### src/rtl/bank_req_demux_if.sv
// Request/bank bus of the 4-bank write/request demux, including the read-return select.
// Parameters must match the bank_req_demux instance that uses it.
interface bank_req_demux_if #(
  parameter int DATA_WIDTH = 8,
  parameter int ADDR_WIDTH = 5
);
  logic                  i_valid;
  logic                  o_ready;
  logic                  i_we;
  logic [ADDR_WIDTH-1:0] i_addr;
  logic [DATA_WIDTH-1:0] i_wdata;
  logic [3:0]            o_bank_valid;
  logic [3:0]            i_bank_ready;
  logic                  o_bank_we;
  logic [ADDR_WIDTH-3:0] o_bank_addr;
  logic [DATA_WIDTH-1:0] o_bank_wdata;
  logic [1:0]            o_rsel;
  logic                  o_rsel_valid;

  modport slave (
    input  i_valid, i_we, i_addr, i_wdata, i_bank_ready,
    output o_ready, o_bank_valid, o_bank_we, o_bank_addr, o_bank_wdata, o_rsel, o_rsel_valid
  );

  modport master (
    output i_valid, i_we, i_addr, i_wdata, i_bank_ready,
    input  o_ready, o_bank_valid, o_bank_we, o_bank_addr, o_bank_wdata, o_rsel, o_rsel_valid
  );
endinterface

### src/rtl/bank_req_demux.sv
// Dispatches one request stream to 4 banks through a single registered stage and tracks
// which bank each read returns from. Define BANK_REQ_STATS_EN to add per-bank handshake counters.
module bank_req_demux #(
  parameter int DATA_WIDTH   = 8,
  parameter int ADDR_WIDTH   = 5,
  parameter int READ_LATENCY = 2
) (
  input  logic                  i_clk,
  input  logic                  i_rst_n,
  bank_req_demux_if.slave       bus
`ifdef BANK_REQ_STATS_EN
  ,
  output logic [63:0]           o_bank_cnt
`endif
);

  localparam int BANK_AW = ADDR_WIDTH - 2;

  localparam logic [0:0] ST_IDLE = 1'b0;
  localparam logic [0:0] ST_HOLD = 1'b1;

  logic [0:0]            state_q, state_d;
  logic [3:0]            bank_valid_q, bank_valid_d;
  logic [1:0]            bank_idx_q, bank_idx_d;
  logic                  we_q, we_d;
  logic [BANK_AW-1:0]    addr_q, addr_d;
  logic [DATA_WIDTH-1:0] wdata_q, wdata_d;

  logic [READ_LATENCY-1:0]      rsel_v_q, rsel_v_d;
  logic [READ_LATENCY-1:0][1:0] rsel_b_q, rsel_b_d;

  logic       bank_hs;
  logic       ready;
  logic       accept;
  logic [1:0] req_bank;

  assign req_bank = bus.i_addr[ADDR_WIDTH-1 -: 2];
  assign bank_hs  = (state_q == ST_HOLD) && bus.i_bank_ready[bank_idx_q];
  // Ready passes straight through from the held bank so a draining slot can refill with no bubble.
  assign ready    = (state_q == ST_IDLE) || bank_hs;
  assign accept   = bus.i_valid && ready;

  always_comb begin
    state_d      = state_q;
    bank_valid_d = bank_valid_q;
    bank_idx_d   = bank_idx_q;
    we_d         = we_q;
    addr_d       = addr_q;
    wdata_d      = wdata_q;
    if (accept) begin
      state_d      = ST_HOLD;
      bank_valid_d = 4'b0001 << req_bank;
      bank_idx_d   = req_bank;
      we_d         = bus.i_we;
      addr_d       = bus.i_addr[BANK_AW-1:0];
      wdata_d      = bus.i_wdata;
    end else if (bank_hs) begin
      state_d      = ST_IDLE;
      bank_valid_d = 4'b0000;
    end
  end

  always_comb begin
    rsel_v_d    = rsel_v_q;
    rsel_b_d    = rsel_b_q;
    rsel_v_d[0] = bank_hs && !we_q;
    rsel_b_d[0] = bank_idx_q;
    for (int i = 1; i < READ_LATENCY; i++) begin
      rsel_v_d[i] = rsel_v_q[i-1];
      rsel_b_d[i] = rsel_b_q[i-1];
    end
  end

  always_ff @(posedge i_clk or negedge i_rst_n) begin
    if (!i_rst_n) begin
      state_q      <= ST_IDLE;
      bank_valid_q <= '0;
      bank_idx_q   <= '0;
      we_q         <= 1'b0;
      addr_q       <= '0;
      wdata_q      <= '0;
      rsel_v_q     <= '0;
      rsel_b_q     <= '0;
    end else begin
      state_q      <= state_d;
      bank_valid_q <= bank_valid_d;
      bank_idx_q   <= bank_idx_d;
      we_q         <= we_d;
      addr_q       <= addr_d;
      wdata_q      <= wdata_d;
      rsel_v_q     <= rsel_v_d;
      rsel_b_q     <= rsel_b_d;
    end
  end

  assign bus.o_ready      = ready;
  assign bus.o_bank_valid = bank_valid_q;
  assign bus.o_bank_we    = we_q;
  assign bus.o_bank_addr  = addr_q;
  assign bus.o_bank_wdata = wdata_q;
  assign bus.o_rsel       = rsel_b_q[READ_LATENCY-1];
  assign bus.o_rsel_valid = rsel_v_q[READ_LATENCY-1];

`ifdef BANK_REQ_STATS_EN
  logic [3:0][15:0] cnt_q, cnt_d;

  // Counters stick at all-ones rather than wrapping.
  always_comb begin
    cnt_d = cnt_q;
    if (bank_hs && (cnt_q[bank_idx_q] != 16'hFFFF)) begin
      cnt_d[bank_idx_q] = cnt_q[bank_idx_q] + 16'd1;
    end
  end

  always_ff @(posedge i_clk or negedge i_rst_n) begin
    if (!i_rst_n) begin
      cnt_q <= '0;
    end else begin
      cnt_q <= cnt_d;
    end
  end

  assign o_bank_cnt = cnt_q;
`endif

endmodule
### src/flat_wrapper.sv
// flat-port wrapper written by rule: the top's interface ports become plain ports
module bank_req_demux_flat 
#(
  parameter int DATA_WIDTH   = 8,
  parameter int ADDR_WIDTH   = 5,
  parameter int READ_LATENCY = 2
)
  (i_clk, i_rst_n, bus_i_valid, bus_i_we, bus_i_addr, bus_i_wdata, bus_i_bank_ready, bus_o_ready, bus_o_bank_valid, bus_o_bank_we, bus_o_bank_addr, bus_o_bank_wdata, bus_o_rsel, bus_o_rsel_valid);
  bank_req_demux_if #(.DATA_WIDTH(DATA_WIDTH), .ADDR_WIDTH(ADDR_WIDTH)) bus_i ();
  input  logic i_clk;
  input  logic i_rst_n;
  input wire logic [$bits(bus_i.i_valid)-1:0] bus_i_valid;
  input wire logic [$bits(bus_i.i_we)-1:0] bus_i_we;
  input wire logic [$bits(bus_i.i_addr)-1:0] bus_i_addr;
  input wire logic [$bits(bus_i.i_wdata)-1:0] bus_i_wdata;
  input wire logic [$bits(bus_i.i_bank_ready)-1:0] bus_i_bank_ready;
  output wire logic [$bits(bus_i.o_ready)-1:0] bus_o_ready;
  output wire logic [$bits(bus_i.o_bank_valid)-1:0] bus_o_bank_valid;
  output wire logic [$bits(bus_i.o_bank_we)-1:0] bus_o_bank_we;
  output wire logic [$bits(bus_i.o_bank_addr)-1:0] bus_o_bank_addr;
  output wire logic [$bits(bus_i.o_bank_wdata)-1:0] bus_o_bank_wdata;
  output wire logic [$bits(bus_i.o_rsel)-1:0] bus_o_rsel;
  output wire logic [$bits(bus_i.o_rsel_valid)-1:0] bus_o_rsel_valid;
  assign bus_i.i_valid = bus_i_valid;
  assign bus_i.i_we = bus_i_we;
  assign bus_i.i_addr = bus_i_addr;
  assign bus_i.i_wdata = bus_i_wdata;
  assign bus_i.i_bank_ready = bus_i_bank_ready;
  assign bus_o_ready = bus_i.o_ready;
  assign bus_o_bank_valid = bus_i.o_bank_valid;
  assign bus_o_bank_we = bus_i.o_bank_we;
  assign bus_o_bank_addr = bus_i.o_bank_addr;
  assign bus_o_bank_wdata = bus_i.o_bank_wdata;
  assign bus_o_rsel = bus_i.o_rsel;
  assign bus_o_rsel_valid = bus_i.o_rsel_valid;
  bank_req_demux #(.DATA_WIDTH(DATA_WIDTH), .ADDR_WIDTH(ADDR_WIDTH), .READ_LATENCY(READ_LATENCY)) u_core (.i_clk(i_clk), .i_rst_n(i_rst_n), .bus(bus_i));
endmodule
### config.mk
export PLATFORM = sky130hd
export DESIGN_NAME = bank_req_demux_flat
export DESIGN_NICKNAME = d
export VERILOG_FILES = /design/src/rtl/bank_req_demux_if.sv /design/src/rtl/bank_req_demux.sv /design/src/flat_wrapper.sv
export SDC_FILE = /design/constraint.sdc
export NUM_CORES = 1
export LEC_CHECK = 0
export ABC_AREA = 1
export CAP_MARGIN = 5
export CORE_MARGIN = 10
export CORE_UTILIZATION = 41
export CTS_BUF_LIST = sky130_fd_sc_hd__clkbuf_16
export DETAILED_ROUTE_END_ITERATION = 6
export HOLD_SLACK_MARGIN = 0.08
export PLACE_DENSITY = 0.8
export SYNTH_ARGS = -nofsm -noshare
export SYNTH_HDL_FRONTEND = slang
export SYNTH_SLANG_ARGS = --single-unit
### constraint.sdc
create_clock -name i_clk -period 1.32 [get_ports i_clk]
set_input_delay 0.264 -clock i_clk [delete_from_list [all_inputs] [get_ports i_clk]]
set_output_delay 0.264 -clock i_clk [all_outputs]
set_load 0.05 [all_outputs]
# Word level (Yosys, flattened, before mapping)
# Index checks and enable logic that the tools add are counted.
word_totals:
  reg_bits: 25
  word_cells: 24
  input_bits: 21
classes:
  n_lt_le_gt_ge: 1
  reduce_logical: 6
  shifts: 1
  muxes: 6
  n_bitwise: 1
op_table:
  columns: ["operator", "count"]
  rows:
  - ["$mux W4", 2]
  - ["$shl A1 B2 Y4 const A", 1]
  - ["$logic_and A1 B1 Y1", 3]
  - ["$lt A2 B3 Y1 const B", 1]
  - ["$mux W1", 3]
  - ["$bmux W1 S2", 1]
  - ["$reduce_bool A2 Y1", 1]
  - ["$logic_not A1 Y1", 1]
  - ["$logic_or A1 B1 Y1", 1]
  - ["$not A1 Y1", 1]

# Logic depth before layout (Yosys ltp)
logic_depth:
  word_depth: 6
  mapped_depth: 9
  mapped_depth_nobuf: 8

# Least setup slack after synthesis
# OpenSTA, ideal clock, no wires.
synth_path:
  path_type: "reg2out"
  start: "register u_core.bank_idx_q[0]"
  end: "output port bus_o_ready"
  required_time_ns: 1.056
  setup_slack_ns: 0.095
  n_path_buf: 1
  t_arrival_ns: 0.961
  path_stages_with_launch: 7
  cell_sequence: "dfrtp_1 > inv_1 > nand2_1 > nand3_1 > nand2_1 > nand2_2 > buf_4"
synth_between:
  elab_chain_cells: 4
synth_rtl:
  columns: ["element", "line_no", "source"]
  rows:
  - ["from (decl)", "bank_req_demux.sv:24", "logic [1:0] bank_idx_q, bank_idx_d;"]
  - ["from (signal assigned)", "bank_req_demux.sv:87", "bank_idx_q <= bank_idx_d;"]
  - ["$bmux W1 S2", "bank_req_demux.sv:38", "assign bank_hs = (state_q == ST_HOLD) && bus.i_bank_ready[bank_idx_q];"]
  - ["$mux W1 (not written as such)", "bank_req_demux.sv:38", null]
  - ["$logic_and A1 B1 Y1", "bank_req_demux.sv:38", null]
  - ["$logic_or A1 B1 Y1", "bank_req_demux.sv:40", "assign ready = (state_q == ST_IDLE) || bank_hs;"]
  - ["to (decl)", "flat_wrapper.sv:17", "output wire logic [$bits(bus_i.o_ready)-1:0] bus_o_ready;"]
# Every way passes these cells. The select of a mux whose other input is x is not followed.

# Final worst setup path
# Ends and elaborated chain as after synthesis.

==> run summary <==
DRC: 0
Clock Latency Late Sink: 0.25 ns
Max Cap Violations: 0
Final setup viols: 19
Clock Pin Slew Worst Setup and Hold Paths: 0.06 ns
R2R Path End: u_core.bus.o_bank_wdata[5]$_DFFE_PN0P_
Leak: 0.889 nW
Starting density of the core: 0.440
P per Cell Area: 3010 nW/um^2
First-pass GRT wire length: 5340 um
Outcome: finished, violations left
Final period utilization: 1.12
Largest net degree at the start of global routing: 26
Failing checks: negative setup slack
Final slew viol count: 0
Avg Vias per Cell: 5.05
Worst hold path type: register to register
Top cell type's share of synthesized area: 0.631
Layout cells sized above 1: 0.290
Synth top area cells: dfrtp_1 (63%), nand2_1 (15%), nand3_1 (12%), buf_4 (1.5%), inv_1 (1.5%)
Combinational share of power: 0.602
Core ar.: 2250 um^2
TritonCTS clock tree: yes
Internal: 3.03 mW
Placer Congestion: 0.777
Mapped Nets: 126
CP Launch Type: register
Final Skew: 0.00144 ns
Mapped Cells: 105
Synthesized area per cell: 9.45 um^2
DP HPWL: 2430 um
Slew @ Worst Pin: 0.311 ns
Die area: 4790 um^2
Worst Path Required: 1.06 ns
Clk sink count: 25
CTS max path bufs: 2
Placed Instance Area: 1640 um^2
Crit. End Element: output pin
Final instance area: 1790 um^2
Initial antenna violation count: 0
Syn Std Cell Area: 992 um^2
Pre-CTS WS: -0.249 ns
Worst path max stage delay: 0.42 ns
Netlist cell types: 12
DRT antenna net count: 0
Crit path cell chain: inv_2 -> nand2_2 -> nand3_2 -> nand2_2 -> nand2_4 -> buf_12
Die H: 69.2 um
Total GRT Usage: 0.136
Hold buffer count at cts: 0
Final cell count without fillers: 183
Hold Crit Depth: 0
TritonRoute pass-1 iters: 4
DRT Wirelength: 3300 um
Switching part of the total power: 0.437
Final Hold Viols: 0
P&R area growth vs syn: 80.3%
Register bit total from synthesis: 25
Share of power burned in the clock network: 0.121
Placed cells: 175
Io pins: 41
Gr ovfl total: 0
Ys Warns: 0
CP Class: register to output pin
Yosys top cell by area: dfrtp_1
Max VDD drop: 1740 uV
RR Startpoint: u_core.bank_idx_q[0]$_DFFE_PN0P_
Max-slew headroom: 0.793
Share of power burned in registers: 0.277
RSZ-0062 raised after global routing: true
Row Count: 17
Min-Delay Endpoint: u_core.rsel_v_q[1]$_DFF_PN0_
Hold slack: 0.352 ns
CP dominant cell by count: nand2_2
Final Util: 0.794
Worst Reg-to-Reg Cells: 9
Critical-path top delay cell: dfrtp_1
Register area share after synthesis: 0.631
Vias after detailed routing: 924
DIE WIDTH: 69.2 um
Setup ws final: -0.155 ns
Iter 0 DRT Violations: 79
Final nets: 177
Reg2reg setup slack: -0.07 ns
CP Max Fanout: 4
Hold Path Origin: u_core.rsel_v_q[0]$_DFF_PN0_
CTS Buf Count: 3
Routed len/inst: 18.1 um
CP Buf/Inv Count: 2
Diode count: 0
H-tree Lvls: 1
Number of global-route vias before repair: 1,007
Largest delay share family, worst path: flip-flops
Arr. time, crit path: 1.21 ns
Clk root buf: clkbuf_16
Switching power: 2.35 mW
Min Tclk post-route: 1.47 ns
Port buffer count: 40
Max Fclk: 0.678 GHz
[what timing repair did]
action | CTS | global route
hold endpoints to repair | 0 | 0
resized for setup | 7 | 3
endpoints found under the setup margin | 20 | 20
setup buffers | 3 | 1
pin swaps | 2 | 1
[Yosys cell counts]
| cell | n |
|---|---|
| nand2_1 | 40 |
| dfrtp_1 | 25 |
| nand3_1 | 23 |
| inv_1 | 4 |
| nor2_1 | 3 |
| buf_2 | 2 |
| buf_4 | 2 |
| nand3b_1 | 2 |
| buf_6 | 1 |
| nand2_2 | 1 |
| nand2_4 | 1 |
| or2_2 | 1 |
[flip-flops by register name, summed over array words and instances (netlist names)]
register                 count
u_core.bus.o_bank_valid      4
u_core.bus.o_bank_addr       3
u_core.bank_idx_q            2
u_core.rsel_b_d              2
u_core.rsel_v_q              2
u_core.bus.o_rsel            2
u_core.bus.o_bank_we         1
u_core.state_q               1
u_core.bus.o_bank_wdata      8
[worst max-delay path by stage]
stage                                                 from                                      to  slack, ns  cells after the start
after floorplan           u_core.bank_idx_q[0]$_DFFE_PN0P_                             bus_o_ready        0.1                      6
after global placement                 bus_i_bank_ready[1]                             bus_o_ready      -0.17                      6
after detailed placement               bus_i_bank_ready[1]  u_core.bus.o_bank_wdata[3]$_DFFE_PN0P_      -0.25                      8
after CTS                 u_core.bank_idx_q[0]$_DFFE_PN0P_                             bus_o_ready      -0.14                      6
final                     u_core.bank_idx_q[0]$_DFFE_PN0P_                             bus_o_ready      -0.15                      6
after global routing      u_core.bank_idx_q[0]$_DFFE_PN0P_                             bus_o_ready      -0.20                      6
[placed cells by master, fill, tap and decap left out, drive strengths merged]
| master | count |
|---|---|
| dfrtp | 25 |
| clkdlybuf4s50 | 20 |
| nand3b | 2 |
| nand3 | 23 |
| or2 | 1 |
| nand2 | 42 |
| clkinv | 1 |
| clkbuf | 3 |
| nor2 | 3 |
| inv | 4 |
| buf | 31 |
[kinds of logic (layout without fill, tap and decap cells)]
family | Yosys count | after routing | share of synthesized area
and+or+nand+nor | 71 | 71 | 0.318
buffers and inverters | 9 | 59 | 0.0517
DFF | 25 | 25 | 0.631
[layout make-up]
class,instances,area [um^2]
fillers,136,465
multi-input cells,71,343
well taps,28,35.0
repair buffers,51,691
clock inverters,1,5.00
clock buffers,3,75.1
flip-flops and latches,25,626
inverters,4,15.0
[power groups by stage]
stage	clock, mW	combinational, mW	sequential (mW)
floorplan	0	0.616	2.23
finish	0.654	3.24	1.49
CTS	0.658	3.20	1.48
global placement	0	2.97	1.46
global route	0.700	3.39	1.53
detailed placement	0	3.05	1.49
[worst reg2reg max path, cell delays in order, from the launching register on]
cell,delay [ns]
dfrtp_1,0.42
inv_2,0.07
nand2_2,0.06
nand3_2,0.08
nand2_2,0.10
nand2_4,0.06
buf_4,0.17
buf_4,0.16
nand3_1,0.09
nand2_1,0.06
[routing by layer]
metal  vias to the layer above  global-route usage  share of wire
met5                         -                   0              0
met4                         0              0.0643          0.015
met3                         4              0.0228          0.056
met2                        37               0.261           0.55
met1                       452               0.137           0.38
li1                        431                   -              -
[through the flow]
stage	total power [mW]	TNS [ns]
after floorplan	2.85	0
after global placement	4.43	-2.90
after detailed placement	4.54	-4.51
after CTS	5.34	-0.300
after global routing	5.62	-2.11
final	5.38	-0.856
No activity file was read; power rests on OpenSTA's default activity.
